### src/rtl/alu_pkg.sv
// ============================================================================
// Module   : alu_pkg
// Purpose  : Shared opcodes, unit-select encodings, sequencer states and the
//            opcode-to-unit decode used by the ALU sequencer.
// Revision : 1.0
// ============================================================================
`default_nettype none

package alu_pkg;

    localparam logic [3:0] OP_ADD   = 4'b0000;
    localparam logic [3:0] OP_SUB   = 4'b0001;
    localparam logic [3:0] OP_INC   = 4'b0010;
    localparam logic [3:0] OP_DEC   = 4'b0011;
    localparam logic [3:0] OP_PASS  = 4'b0100;
    localparam logic [3:0] OP_NEG   = 4'b0101;
    localparam logic [3:0] A_AND_B  = 4'b0110;
    localparam logic [3:0] A_OR_B   = 4'b0111;
    localparam logic [3:0] A_XOR_B  = 4'b1000;
    localparam logic [3:0] A_NAND_B = 4'b1001;
    localparam logic [3:0] A_NOR_B  = 4'b1010;
    localparam logic [3:0] A_XNOR_B = 4'b1011;
    localparam logic [3:0] OP_SHL   = 4'b1100;
    localparam logic [3:0] OP_SHR   = 4'b1101;
    localparam logic [3:0] OP_ROL   = 4'b1110;
    localparam logic [3:0] OP_ROR   = 4'b1111;

    localparam logic [2:0] SEL_NONE  = 3'b000;
    localparam logic [2:0] SEL_ARITH = 3'b001;
    localparam logic [2:0] SEL_GATE  = 3'b010;
    localparam logic [2:0] SEL_SHIFT = 3'b100;

    typedef enum logic [1:0] {
        IDLE = 2'd0,
        EXEC = 2'd1,
        RESP = 2'd2
    } state_t;

    function automatic logic [2:0] decode_sel(input logic [3:0] op);
        if (op <= OP_NEG)
            return SEL_ARITH;
        else if (op <= A_XNOR_B)
            return SEL_GATE;
        else
            return SEL_SHIFT;
    endfunction

endpackage

`default_nettype wire

### src/rtl/alu_sequencer_arb.sv
// ============================================================================
// Module   : rr_arbiter2
// Purpose  : Two-way round-robin arbiter; the pointer moves past the winner
//            only when a grant is actually accepted.
// Revision : 1.0
// ============================================================================
`default_nettype none

module rr_arbiter2 (
    input  logic       clk,
    input  logic       rst,
    input  logic       enable,
    input  logic [1:0] valid,
    output logic [1:0] ready,
    output logic       grant_id,
    output logic       accept
);

    logic ptr;

    always_comb begin
        ready = 2'b00;
        if (enable) begin
            if (valid[ptr])
                ready[ptr] = 1'b1;
            else if (valid[~ptr])
                ready[~ptr] = 1'b1;
        end
    end

    assign grant_id = ready[1];
    assign accept   = |(valid & ready);

    always_ff @(posedge clk) begin
        if (rst)
            ptr <= 1'b0;
        else if (accept)
            ptr <= ~grant_id;
    end

endmodule

`default_nettype wire

### src/rtl/alu_sequencer.sv
// ============================================================================
// Module   : alu_sequencer
// Purpose  : Shares the arith/gate/shift units between two requesters and
//            returns a tagged response after the fixed unit latency.
// Revision : 1.0
// ============================================================================
`default_nettype none

module alu_sequencer
    import alu_pkg::*;
#(
    parameter int UNIT_LATENCY = 1,
    parameter int NUM_REQ      = 2
) (
    input  logic                    Clk,
    input  logic                    Reset,
    input  logic [NUM_REQ-1:0]      Req_Valid,
    output logic [NUM_REQ-1:0]      Req_Ready,
    input  logic [NUM_REQ-1:0][3:0] Req_Opcode,
    input  logic [NUM_REQ-1:0][7:0] Req_A,
    input  logic [NUM_REQ-1:0][7:0] Req_B,
    output logic [3:0]              Opcode,
    output logic [7:0]              A,
    output logic [7:0]              B,
    output logic [2:0]              Select,
    input  logic [7:0]              Arith_Result,
    input  logic [7:0]              Gate_Result,
    input  logic [7:0]              Shift_Result,
    input  logic                    Arith_Flag,
    input  logic                    Gate_Flag,
    input  logic                    Shift_Flag,
    output logic                    Rsp_Valid,
    input  logic                    Rsp_Ready,
    output logic [7:0]              Rsp_Result,
    output logic                    Rsp_Error,
    output logic                    Rsp_Id,
    output logic                    Busy
);

    state_t     state, state_next;
    logic [2:0] cnt;
    logic       grant_id;
    logic       accept;
    logic [7:0] unit_result;
    logic       unit_flag;

    rr_arbiter2 u_arb (
        .clk      (Clk),
        .rst      (Reset),
        .enable   (state == IDLE),
        .valid    (Req_Valid),
        .ready    (Req_Ready),
        .grant_id (grant_id),
        .accept   (accept)
    );

    // Only the unit being driven may contribute; other units' flags are stale.
    always_comb begin
        unit_result = 8'h00;
        unit_flag   = 1'b0;
        case (Select)
            SEL_ARITH: begin unit_result = Arith_Result; unit_flag = Arith_Flag; end
            SEL_GATE:  begin unit_result = Gate_Result;  unit_flag = Gate_Flag;  end
            SEL_SHIFT: begin unit_result = Shift_Result; unit_flag = Shift_Flag; end
            default:   begin unit_result = 8'h00;        unit_flag = 1'b0;       end
        endcase
    end

    always_ff @(posedge Clk) begin
        if (Reset)
            state <= IDLE;
        else
            state <= state_next;
    end

    always_comb begin
        state_next = state;
        case (state)
            IDLE:    if (accept)        state_next = EXEC;
            EXEC:    if (cnt == 3'd0)   state_next = RESP;
            RESP:    if (Rsp_Ready)     state_next = IDLE;
            default:                    state_next = IDLE;
        endcase
    end

    always_ff @(posedge Clk) begin
        if (Reset) begin
            Opcode     <= 4'h0;
            A          <= 8'h00;
            B          <= 8'h00;
            Select     <= SEL_NONE;
            cnt        <= 3'd0;
            Rsp_Valid  <= 1'b0;
            Rsp_Result <= 8'h00;
            Rsp_Error  <= 1'b0;
            Rsp_Id     <= 1'b0;
        end else begin
            case (state)
                IDLE: begin
                    if (accept) begin
                        Opcode <= Req_Opcode[grant_id];
                        A      <= Req_A[grant_id];
                        B      <= Req_B[grant_id];
                        Select <= decode_sel(Req_Opcode[grant_id]);
                        Rsp_Id <= grant_id;
                        cnt    <= 3'(UNIT_LATENCY);
                    end
                end
                EXEC: begin
                    if (cnt == 3'd0) begin
                        Select     <= SEL_NONE;
                        Rsp_Valid  <= 1'b1;
                        Rsp_Result <= unit_flag ? unit_result : 8'h00;
                        Rsp_Error  <= ~unit_flag;
                    end else begin
                        cnt <= cnt - 3'd1;
                    end
                end
                RESP: begin
                    if (Rsp_Ready)
                        Rsp_Valid <= 1'b0;
                end
                default: begin
                    Select    <= SEL_NONE;
                    Rsp_Valid <= 1'b0;
                end
            endcase
        end
    end

    assign Busy = (state != IDLE);

endmodule

`default_nettype wire

### config.mk
export PLATFORM = sky130hd
export DESIGN_NAME = alu_sequencer
export DESIGN_NICKNAME = d
export VERILOG_FILES = /design/src/rtl/alu_pkg.sv /design/src/rtl/alu_sequencer_arb.sv /design/src/rtl/alu_sequencer.sv
export SDC_FILE = /design/constraint.sdc
export NUM_CORES = 1
export LEC_CHECK = 0
export CAP_MARGIN = 40
export CORE_ASPECT_RATIO = 1.2
export CORE_MARGIN = 2
export CORE_UTILIZATION = 38
export DETAILED_ROUTE_END_ITERATION = 12
export PLACE_DENSITY = 0.8
export SKIP_LAST_GASP = 1
export SLEW_MARGIN = 20
export SYNTH_ARGS = -nofsm -noshare
export SYNTH_HDL_FRONTEND = slang
export SYNTH_SLANG_ARGS = --single-unit
### constraint.sdc
create_clock -name Clk -period 1.7 [get_ports Clk]
set_input_delay 0.255 -clock Clk [delete_from_list [all_inputs] [get_ports Clk]]
set_output_delay 0.255 -clock Clk [all_outputs]
set_load 0.05 [all_outputs]
Word level (Yosys, flattened, before mapping)
Cells that the tools add are included.
{"block": "totals", "wordCells": 82, "output_inout_bits": 37, "register_bits": 40, "input_bits": 72}
{"block": "classes", "mux": 35, "n_eq_ne": 9, "addsub": 1, "n_bitwise": 6, "order_cmp": 7, "reduce_logical": 13}
{"op": "$mux W8", "n": 5}
{"op": "$pmux W8 S3", "n": 1}
{"op": "$mux W3", "n": 6}
{"op": "$mux W2", "n": 6}
{"op": "$reduce_and A3 Y1", "n": 4}
{"op": "$pmux W3 S3", "n": 1}
{"op": "$mux W1", "n": 8}
{"op": "$mux W4", "n": 2}
{"op": "$ne A2 B2 Y1 const B", "n": 4}
{"op": "$lt A1 B2 Y1 const B", "n": 3}
{"op": "$pmux W1 S3", "n": 2}
{"op": "$pmux W2 S3", "n": 1}
{"op": "$pmux W3 S2", "n": 1}
{"op": "$not A1 Y1", "n": 5}
{"op": "$le A4 B3 Y1 const B", "n": 1}
{"op": "$le A4 B4 Y1 const B", "n": 1}
{"op": "$reduce_and A2 Y1", "n": 2}
{"op": "$reduce_bool A2 Y1", "n": 2}
{"op": "$eq A3 B1 Y1 const B", "n": 1}
{"op": "$eq A3 B2 Y1 const B", "n": 1}
{"op": "$eq A3 B3 Y1 const B", "n": 1}
{"op": "$logic_not A3 Y1", "n": 1}
{"op": "$sub A3 B1 Y3 const B", "n": 1}
{"op": "$and A2 B2 Y2", "n": 1}
{"op": "7 further kinds", "n": 10}

Depth between registers and ports, before layout
Gate-level depths: netlist (run 1).
{"block": "depth", "word_depth": 15, "mapped_depth": 6, "mapped_depth_nobuf": 6}

By module
Synthesis (run 1) repeated with hierarchy kept, for this count alone.
{"block": "unflattened", "hier_cells": 230, "hier_area_um2": 2125.8}
{"module": "alu_sequencer", "n_inst": 1, "cells_each": 220, "area_per_inst_um2": 2055.7, "seq_area_each_um2": 780.7}
{"module": "rr_arbiter2", "n_inst": 1, "cells_each": 10, "area_per_inst_um2": 70.1, "seq_area_each_um2": 20.0}

Least setup slack after synthesis (run 1)
OpenSTA, ideal clock, no wires.
{"block": "synth_path", "path_kind": "reg-to-reg", "from": "register Select[0]", "to": "register Rsp_Result[0]", "stages_incl_launch_ff": 6, "setup_ns": 0.070, "required_time_ns": 1.630, "arrival_ns": 1.822, "path_slack_ns": -0.192, "path_cell_list": "dfxtp_1 -> nor3b_4 -> a211oi_1 -> or4_1 -> buf_2 -> o2bb2ai_1"}
{"block": "synth_via", "elab_chain_cells": 3}
{"item": "start: declaration", "line": "alu_sequencer.sv:25", "rtl": "output logic [2:0] Select,"}
{"item": "start signal: assignment", "line": "alu_sequencer.sv:104", "rtl": "Select <= decode_sel(Req_Opcode[grant_id]);"}
{"item": "$eq A3 B3 Y1, or another cell as far along", "line": "alu_sequencer.sv:61", "rtl": "case (Select)"}
{"item": "$pmux W8 S3 or $pmux W1 S3 (tied branches)", "line": "alu_sequencer.sv:61"}
{"item": "$mux W8 *", "line": "alu_sequencer.sv:113", "rtl": "Rsp_Result <= unit_flag ? unit_result : 8'h00;"}
{"item": "end signal: assignment", "line": "alu_sequencer.sv:113"}
{"item": "end: declaration", "line": "alu_sequencer.sv:34", "rtl": "output logic [7:0] Rsp_Result,"}
Mark *: on every way between the ends. The rest lies on a longest branch, timed or not.
A chain may end at the register's enable or synchronous reset.

Final worst setup path (run 1)
{"block": "layout_path", "from": "register state[0]", "to": "output port Req_Ready[1]"}
{"block": "layout_via", "elab_chain_cells": 2}
{"item": "start: declaration", "line": "alu_sequencer.sv:40", "rtl": "state_t state, state_next;"}
{"item": "start signal: assignment", "line": "alu_sequencer.sv:73", "rtl": "state <= state_next;"}
{"item": "$logic_not A2 Y1", "line": "alu_sequencer.sv:50", "rtl": ".enable (state == IDLE),"}
{"item": "$mux W2", "line": "alu_sequencer_arb.sv:23", "rtl": "if (enable) begin"}
{"item": "end: declaration", "line": "alu_sequencer.sv:18", "rtl": "output logic [NUM_REQ-1:0] Req_Ready,"}
No other way between the ends.

==> results of run 1 <==
==> through the flow <==
step	TNS (ns)	std cells	util (%)	cell area [sq um]	setup slack [ns]
2_1_floorplan	0	209	-	1920	0.0675
3_3_place_gp	-5.94	378	63.1	3090	-0.224
3_5_place_dp	-7.60	378	63.1	3090	-0.288
4_1_cts	-0.146	387	65.2	3200	-0.0580
5_1_grt	-0.0239	387	65.5	3210	-0.0239
6_report	0	387	65.5	3210	0.0328
==> sequential cells by signal, indices dropped and copies added, names as in the netlist <==
name,cells
A,8
B,8
Opcode,4
Rsp_Error,1
Rsp_Id,1
Rsp_Result,8
Rsp_Valid,1
Select,3
cnt,3
state,2
u_arb.ptr,1
==> worst max path at each step <==
stage | from | end | slack (ns)
2_1_floorplan | Select[0]$_SDFFE_PP0P_ | Rsp_Result[0]$_SDFFE_PP0P_ | 0.07
3_3_place_gp | Req_Valid[1] | Select[2]$_SDFFE_PP0P_ | -0.22
3_5_place_dp | Req_Valid[1] | A[7]$_SDFFE_PP0P_ | -0.29
4_1_cts | Req_Valid[1] | Req_Ready[1] | -0.06
5_1_grt | state[0]$_SDFFE_PP0P_ | Req_Ready[1] | -0.02
6_report | state[0]$_SDFFE_PP0P_ | Req_Ready[1] | 0.03
==> routing by layer <==
metal / wire (um) / share of wire [%] / GRT usage, % / vias to the layer above
met2: 3000 / 53 / 36.1 / 69
met1: 2260 / 40 / 23.6 / 963
li1: - / - / - / 1013
met3: 313 / 5.5 / 5.07 / 10
met5: 0 / 0 / 0 / -
met4: 92 / 1.6 / 8.43 / 0
==> cells by family after synthesis <==
kind of cell             after synthesis  synth area share [%]
AO/OA/AOI/OAI                         63                  29.1
XOR/XNOR                               1                 0.458
adder cells (fa/ha/maj)                2                  1.31
buffers and inverters                 21                  5.29
flip-flops                            40                  41.8
multiplexers                           5                  2.61
AND/OR/NAND/NOR                       77                  19.4
==> area by class of cell <==
class,instances,area [sq um]
Fill cell,399,1690
Timing Repair Buffer,126,1190
Multi-Input combinational cell,148,1020
Sequential cell,40,810
Clock buffer,7,86.3
Tap cell,60,75.1
Inverter,5,23.8
Clock inverter,1,7.51
==> power breakdown <==
group          switching [uW]  leakage (uW)  total, uW  internal, uW
logic                     762      0.000943       1370           606
clock network             320     0.0000445        649           330
registers                80.0      0.000331       1130          1050
==> layout by cell type (no fill, tap or decap), types with 2 or more instances in the layout <==
cell type and count:
o2bb2ai_1 8, inv_1 4, a22oi_1 8, buf_4 49, dfxtp_2 4, nor2b_1 4
a222oi_1 10, o21a_1 2, dfxtp_1 35, a21o_1 2, a311oi_1 3, clkbuf_8 6
a311oi_2 8, nand3_1 5, mux2i_1 5, nand2_1 26, nor2_1 27, o32ai_1 2
nand2b_1 4, a21oi_1 9, ha_1 2, a2bb2oi_1 8, buf_12 5, clkdlybuf4s50_1 70
nor3_1 2
==> what timing repair did <==
| item | 4_1_cts | 5_1_grt |
|---|---|---|
| setup buffers | 1 | 0 |
| resized for setup | 2 | 6 |
| setup endpoints to repair | 2 | 32 |
==> results.md, run 1 <==
- Final ANT Viol Nets: 0
- Reg2Reg Launch Point: state[0]$_SDFFE_PP0P_
- Initial antenna violation count: 0
- Clk slew on worst S/H paths: 0.07 ns
- Sequential fraction of the synthesis area: 41.8%
- DR vias/cell: 5.31
- Reg2reg end: Select[2]$_SDFFE_PP0P_
- Max Buffers Root-to-Sink: 2
- Slowest-stage cell, CP: or3b_4
- Worst EP arrival: 1.41 ns
- Clk_skew: 0.00804 ns
- Number of flops mapped to enable cells by yosys: 0
- WHS Endpoint: Rsp_Result[7]$_SDFFE_PP0P_
- Pwr dens: 978 nW/um^2
- Critical Path Sink Type: output pin
- Hold WS: 0.464 ns
- Synth Register Bits: 40
- CP cell instances: or3b_4, a21o_1, clkinv_4, buf_12
- Hold path start: Rsp_Result[7]$_SDFFE_PP0P_
- TritonRoute pass-1 iters: 4
- Sink Count: 40
- Die Height: 81.8 um
- Final period util: 98.1%
- Yosys top cell by area: dfxtp_1
- Worst min-delay path class: reg2reg
- Number of antenna diodes: 0
- H-tree levels: 2
- Worst skew pair latency: 0.29 ns
- Status: finished clean
- GRT Resource Usage Total: 20.6%
- CP Class: reg2out
- # nets final: 400
- Max VDD drop: 0.559 mV
- Fin. Hold Viols: 0
- Leakage: 0.00132 uW
- RSZ-0062 raised after global routing: yes
- Worst-path fanout max: 3
- Residual DRC count: 0
- Initial Util: 39.0%
- Post-Syn Instances: 209
- TritonCTS clock tree: done
- CTS Buf Count: 5
- CTS Root Cell: clkbuf_8
- Buffers & Inverters on Critical Path: 2
- Leading register cell type out of synthesis: dfxtp_1
- First DRT Iteration DRCs: 151
- Top-area cell type share of the netlist area: 41.8%
- Cells on worst reg2reg path: 6
- Worst slew margin: 58.0%
- CP delay by family, top: simple AND/OR/NAND/NOR gates
- Ys Warns: 0
- Routability congestion estimate: 0.805
- DP HPWL: 4270 um
- DR vias: 2055
- Mean routed wirelength per cell: 14.7 um
- Core Region: 4900 sq um
- CP Depth: 4
- First-pass GRT wire length: 8810 um
- Post-route total power: 3140 uW
- Avg Synthesized Cell Area: 9.16 sq um
- Largest net degree at the start of global routing: 30
- Synthesized Nets: 283
- Maximum clock rate: 600 MHz
- Max-slew violation count: 0
- Top-level I/O count: 109
- Worst Setup Start Kind: flip-flop
- # Max-Cap Violations: 0
- Share of cells above drive strength 1: 24.8%
- Mapped Area: 1910 sq um
- Row cnt: 28
- Flop-to-flop setup slack: 0.11 ns
- Die footprint: 5620 sq um
- FFs w/ async S/R, synth: 0%
- CTS hold repair buffers: 0
- Cell variety after synth: 39
- Port bufs: 108
- Area grow syn2layout: 67.9%
- Top cells by area, synth: dfxtp_1, a311oi_2, nor2_1, a222oi_1, nand2_1
- Commonest cells post-synth: dfxtp_1, nor2_1, nand2_1
- Clock period minus final worst setup slack: 1.67 ns
- Hold Crit Depth: 1
- Vias in the first global route: 1964
- Worst stage delay on the critical path: 0.39 ns
- Die width: 68.8 um
- Final setup violation count: 0
- Least-Margin Pin Slew: 0.627 ns
- CP required: 1.44 ns
- Most common cell in the netlist: dfxtp_1
- Gr ovfl total: 0
- WL final: 5670 um
Power figures use the tool's default switching activity.
==> run 2, diff against run 1 <==
CORE_MARGIN = 1.5   (was 2)
==> results.md, run 2 (synthesis results as in run 1) <==
- Least-Margin Pin Slew: 0.369 ns (-0.258 ns)
- Utilization after layout: 65.1% (-0.48 points)
- Hold WS: 0.469 ns (+0.00529 ns)
- Top-level I/O count: 109 (unchanged)
- Leakage: 0.00130 uW (-0.98%)
- CTS hold repair buffers: 0 (unchanged)
- First DRT Iteration DRCs: 115 (-24%)
- Core Region: 4900 sq um (unchanged)
- Combinational share of power: 44.2% (+0.7 points)
- Maximum clock rate: 605 MHz (+0.84%)
- Routability congestion estimate: 0.867 (+7.7%)
- RSZ-0062 raised after global routing: yes
- Flop pwr share: 36.4% (+0.5 points)
- CP required: 1.44 ns (about the same)
- Max VDD drop: 0.443 mV (-21%)
- CTS Buf Count: 5 (unchanged)
- Sink Count: 40 (unchanged)
- Initial antenna violation count: 0 (unchanged)
- Psw: 1150 uW (-0.65%)
- Commonest non-fill, non-tap cells in the layout: clkdlybuf4s50_1, buf_4, dfxtp_1
- Worst min-delay path class: reg2reg
- WL final: 5400 um (-4.9%)
- Worst Setup Start Kind: flip-flop
- Pwr dens: 965 nW/um^2 (-1.4%)
- # Max-Cap Violations: 0 (unchanged)
- Initial Util: 39.0% (unchanged)
- TritonCTS clock tree: done
- Worst-path fanout max: 3 (unchanged)
- Final ANT Viol Nets: 0 (unchanged)
- TritonRoute pass-1 iters: 5 (+1)
- Final setup violation count: 0 (unchanged)
- Clock period minus final worst setup slack: 1.65 ns (-0.0138 ns)
- Vias in the first global route: 1962 (-0.10%)
- DR vias: 1987 (-3.3%)
- Die footprint: 5470 sq um (-2.7%)
- Fin. Hold Viols: 0 (unchanged)
- Max Buffers Root-to-Sink: 2 (unchanged)
- Port bufs: 108 (unchanged)
- Gr ovfl total: 0 (unchanged)
- Mean routed wirelength per cell: 14.0 um (-4.6%)
- Number of antenna diodes: 0 (unchanged)
- # nets final: 400 (unchanged)
- Internal Power: 1920 uW (-3.0%)
- Worst skew pair latency: 0.29 ns (about the same)
- First-pass GRT wire length: 8650 um (-1.8%)
- Status: finished clean
- Switching share of power: 37.5% (+0.55 points)
- Final period util: 97.3% (-0.81 points)
- Reg area: 810 sq um (unchanged)
- Fillers: 426 (+6.8%)
- Share of cells above drive strength 1: 25.2% (+0.38 points)
- CP Class: reg2out
- Clock network power share: 19.4% (-1.2 points)
- Clk_skew: 0.00797 ns (-0.0000701 ns)
- DR vias/cell: 5.15 (-3.1%)
- Worst EP arrival: 1.40 ns (about the same)
- Area grow syn2layout: 66.7%
- Die width: 67.8 um (-1.5%)
- Clk slew on worst S/H paths: 0.07 ns (about the same)
- Critical Path Sink Type: output pin
- CTS Root Cell: clkbuf_8
- H-tree levels: 2 (unchanged)
- Residual DRC count: 0 (unchanged)
- Largest net degree at the start of global routing: 21 (-30%)
- Biggest registers after layout: A: 8 flops, B: 8 flops, Rsp_Result: 8 flops
- Commonest non-fill, non-tap cell in the layout: clkdlybuf4s50_1
- Row cnt: 28 (unchanged)
- GRT Resource Usage Total: 20.4% (-0.21 points)
- Max-slew violation count: 0 (unchanged)
- Multi-input logic area: 1030 sq um (+0.61%)
- Worst slew margin: 75.4% (+17 points)
- DP HPWL: 4110 um (-3.7%)
- Die Height: 80.8 um (-1.2%)
==> run 2: per-stage QoR <==
| stage | worst slack [ns] | cells | setup TNS, ns | area [sq um] | power (uW) |
|---|---|---|---|---|---|
| after global routing | -0.00534 | 386 | -0.00534 | 3190 | 3250 |
| after detailed placement | -0.281 | 378 | -7.14 | 3080 | 2480 |
| after floorplan | 0.0675 | 209 | 0 | 1920 | 1960 |
| after CTS | 0.0208 | 386 | 0 | 3180 | 3100 |
| final | 0.0466 | 386 | 0 | 3190 | 3080 |
| after global placement | -0.249 | 378 | -6.32 | 3080 | 2460 |
==> run 2: cell type report <==
| cell class | instances | area share [%] |
|---|---|---|
| clock buffers | 5 | 2.16 |
| clock inverters | 2 | 0.353 |
| inverters | 5 | 0.745 |
| multi-input cells | 148 | 32.2 |
| flip-flops and latches | 40 | 25.4 |
| well taps | 60 | 2.35 |
| repair buffers | 126 | 36.9 |
==> run 2: critical path, stage by stage (launching register included) <==
cell and delay (ns):
dfxtp_2 0.33, or3b_4 0.39, a21o_1 0.20, clkinv_4 0.07, buf_12 0.12
==> run 2: power groups by stage <==
stage          registers (uW)  logic, uW  clock network (uW)
2_1_floorplan            1440        522                   0
3_3_place_gp             1140       1320                   0
3_5_place_dp             1140       1340                   0
4_1_cts                  1120       1350                 628
5_1_grt                  1140       1460                 652
6_report                 1120       1360                 598
==> run 2: worst paths after layout <==
| check | cells past startpoint | startpoint | end | slack [ns] |
|---|---|---|---|---|
| setup / recovery | 4 | state[0]$_SDFFE_PP0P_ | Req_Ready[1] | 0.05 |
| hold reg to reg | 1 | Rsp_Result[2]$_SDFFE_PP0P_ | Rsp_Result[2]$_SDFFE_PP0P_ | 0.47 |
| hold / removal | 1 | Rsp_Result[2]$_SDFFE_PP0P_ | Rsp_Result[2]$_SDFFE_PP0P_ | 0.47 |
| setup reg to reg | 6 | state[0]$_SDFFE_PP0P_ | Select[2]$_SDFFE_PP0P_ | 0.12 |
==> run 2: what timing repair did <==
action | CTS | global route
pin swaps | 0 | 1
gates resized for setup | 4 | 6
setup buffers | 1 | 0
cloned | 0 | 0
endpoints found under the setup margin | 2 | 17
==> run 2: routing by layer <==
metal  part of all wire [%]  global-route usage [%]  wire length [um]
met1                     41                    23.5              2220
met2                     52                    36.3              2830
met3                    4.9                    3.88               262
met4                    1.5                    8.60                82
met5                      0                       0                 0
==> run 3, diff against run 2 <==
ABC_CLOCK_PERIOD_IN_PS = 1700   (was default)
SKIP_CTS_REPAIR_TIMING = 1   (was default)
==> results.md, run 3 (synthesis results as in run 1) <==
- Status: finished clean
- Internal Power: 1930 uW (+0.46%)
- RSZ-0062 raised after global routing: yes
- GRT Resource Usage Total: 20.3% (-0.086 points)
- Busiest metal layer after global routing: met2
- Multi-input logic area: 1030 sq um (unchanged)
- Worst Setup Start Kind: flip-flop
- Initial Util: 39.0% (unchanged)
- Gr ovfl total: 0 (unchanged)
- Worst-path fanout max: 8 (+5)
- Sink Count: 40 (unchanged)
- Worst slew margin: 75.4% (unchanged)
- Flop pwr share: 36.2% (-0.2 points)
- Hold WS: 0.469 ns (-0.0000430 ns)
- Initial antenna violation count: 0 (unchanged)
- Commonest non-fill, non-tap cells in the layout: clkdlybuf4s50_1, buf_4, dfxtp_1
- Vias in the first global route: 1949 (-0.66%)
- Worst min-delay path class: reg2reg
- Psw: 1160 uW (+0.48%)
- Critical Path Sink Type: output pin
- CTS Buf Count: 5 (unchanged)
- Mean routed wirelength per cell: 14.0 um (+0.42%)
- CP Class: reg2out
- Biggest registers after layout: A: 8 flops, B: 8 flops, Rsp_Result: 8 flops
- Leakage: 0.00133 uW (+1.7%)
- Reg2reg end: Select[2]$_SDFFE_PP0P_
- Clock network power share: 19.5% (about the same)
- DR vias: 1987 (unchanged)
- Reg area: 810 sq um (unchanged)
- Final setup violation count: 0 (unchanged)
- Clock period minus final worst setup slack: 1.69 ns (+0.0382 ns)
- Final ANT Viol Nets: 0 (unchanged)
- Post-route total power: 3090 uW (+0.46%)
- WL final: 5460 um (+1.2%)
- Core Region: 4900 sq um (unchanged)
- GR Util met3: 3.88% (unchanged)
- Least-Margin Pin Slew: 0.369 ns (+0.000000834 ns)
- Die Height: 80.8 um (unchanged)
- Clk_skew: 0.0106 ns (+0.00259 ns)
- Worst skew pair latency: 0.29 ns (about the same)
- Final period util: 99.5% (+2.2 points)
- Hold path start: Rsp_Result[2]$_SDFFE_PP0P_
- Maximum clock rate: 591 MHz (-2.3%)
- Die footprint: 5470 sq um (unchanged)
- Hold Crit Depth: 1 (unchanged)
- Worst EP arrival: 1.44 ns (+0.04 ns)
- Pwr dens: 962 nW/um^2 (-0.24%)
- Met1 global-route usage: 23.6% (+0.086 points)
- # nets final: 403 (+0.75%)
- First DRT Iteration DRCs: 142 (+23%)
- Die width: 67.8 um (unchanged)
- Routability congestion estimate: 0.867 (unchanged)
- CP required: 1.44 ns (about the same)
- Fin. Hold Viols: 0 (unchanged)
- CTS Root Cell: clkbuf_8
- Residual DRC count: 0 (unchanged)
- Commonest non-fill, non-tap cell in the layout: clkdlybuf4s50_1
- H-tree levels: 2 (unchanged)
- GR Util met2: 35.9% (-0.39 points)
- Max-slew violation count: 0 (unchanged)
- Top-level I/O count: 109 (unchanged)
- Area grow syn2layout: 67.8%
- Share of cells above drive strength 1: 25.8% (+0.68 points)
- WHS Endpoint: Rsp_Result[2]$_SDFFE_PP0P_
- Cells on worst reg2reg path: 6 (unchanged)
- Clk slew on worst S/H paths: 0.07 ns (about the same)
- Reg2Reg Launch Point: state[0]$_SDFFE_PP0P_
- Row cnt: 28 (unchanged)
- DP HPWL: 4110 um (unchanged)
- Max VDD drop: 0.446 mV (+0.71%)
- Port bufs: 108 (unchanged)
- Combinational share of power: 44.3% (about the same)
- Flop-to-flop setup slack: 0.13 ns (about the same)
- Fillers: 419 (-1.6%)
- Number of antenna diodes: 0 (unchanged)
- First-pass GRT wire length: 8610 um (-0.47%)
- TritonCTS clock tree: done
- Switching share of power: 37.5% (about the same)
- Setup TNS: 0 ns (unchanged)
- # Max-Cap Violations: 0 (unchanged)
- Largest net degree at the start of global routing: 21 (unchanged)
- Max Buffers Root-to-Sink: 2 (unchanged)
- TritonRoute pass-1 iters: 4 (-1)
- DR vias/cell: 5.11 (-0.77%)
- Utilization after layout: 65.5% (+0.46 points)
-- run 3: cell types whose count changed in the layout (fill, tap and decap cells not counted), sizes merged --
cell	previous run	this run
buf	55	58
dlygate4sd2	1	0
dlymetal6s2s	0	1
-- run 3: how the worst max path moves through the flow --
stage	startpoint	endpoint	slack [ns]	depth (start not counted)
3_5_place_dp	Req_Valid[1]	A[5]$_SDFFE_PP0P_	-0.28	7
6_report	state[0]$_SDFFE_PP0P_	Req_Ready[1]	0.008	4
3_3_place_gp	Req_Valid[1]	A[4]$_SDFFE_PP0P_	-0.25	7
4_1_cts	Req_Valid[1]	Req_Ready[1]	-0.25	5
2_1_floorplan	Select[0]$_SDFFE_PP0P_	Rsp_Result[0]$_SDFFE_PP0P_	0.07	6
5_1_grt	state[1]$_SDFFE_PP0P_	Req_Ready[1]	-0.04	4
-- run 3: layout make-up --
cell class	instances	share of cell area, %
inverter	5	0.740
clock buffer	5	2.14
clock inverter	2	0.350
sequential	40	25.2
multi-input combinational	148	31.9
timing repair buffer	129	37.3
tap	60	2.34
-- run 3: routing by layer --
layer | wire length, um | part of all wire, %
met1 | 2210 | 40
met2 | 2880 | 53
met3 | 289 | 5.3
met4 | 82 | 1.5
met5 | 0 | 0
-- run 3: critical path: stages (launching register included) --
cell and delay [ns]:
dfxtp_2 0.33, or3b_4 0.39, a21o_1 0.20, clkinv_4 0.09, buf_12 0.14
-- run 3: power groups by stage --
stage,logic (uW),registers [uW],clock network [uW]
2_1_floorplan,522,1440,0
3_3_place_gp,1320,1140,0
3_5_place_dp,1340,1140,0
4_1_cts,1340,1120,628
5_1_grt,1480,1140,652
6_report,1370,1120,602
-- run 3: stage by stage --
step	instance area, sq um	worst slack (ns)	instances
after global placement	3080	-0.249	378
after floorplan	1920	0.0675	209
after CTS	3160	-0.251	385
after detailed placement	3080	-0.281	378
after global routing	3210	-0.0389	389
final	3210	0.00838	389
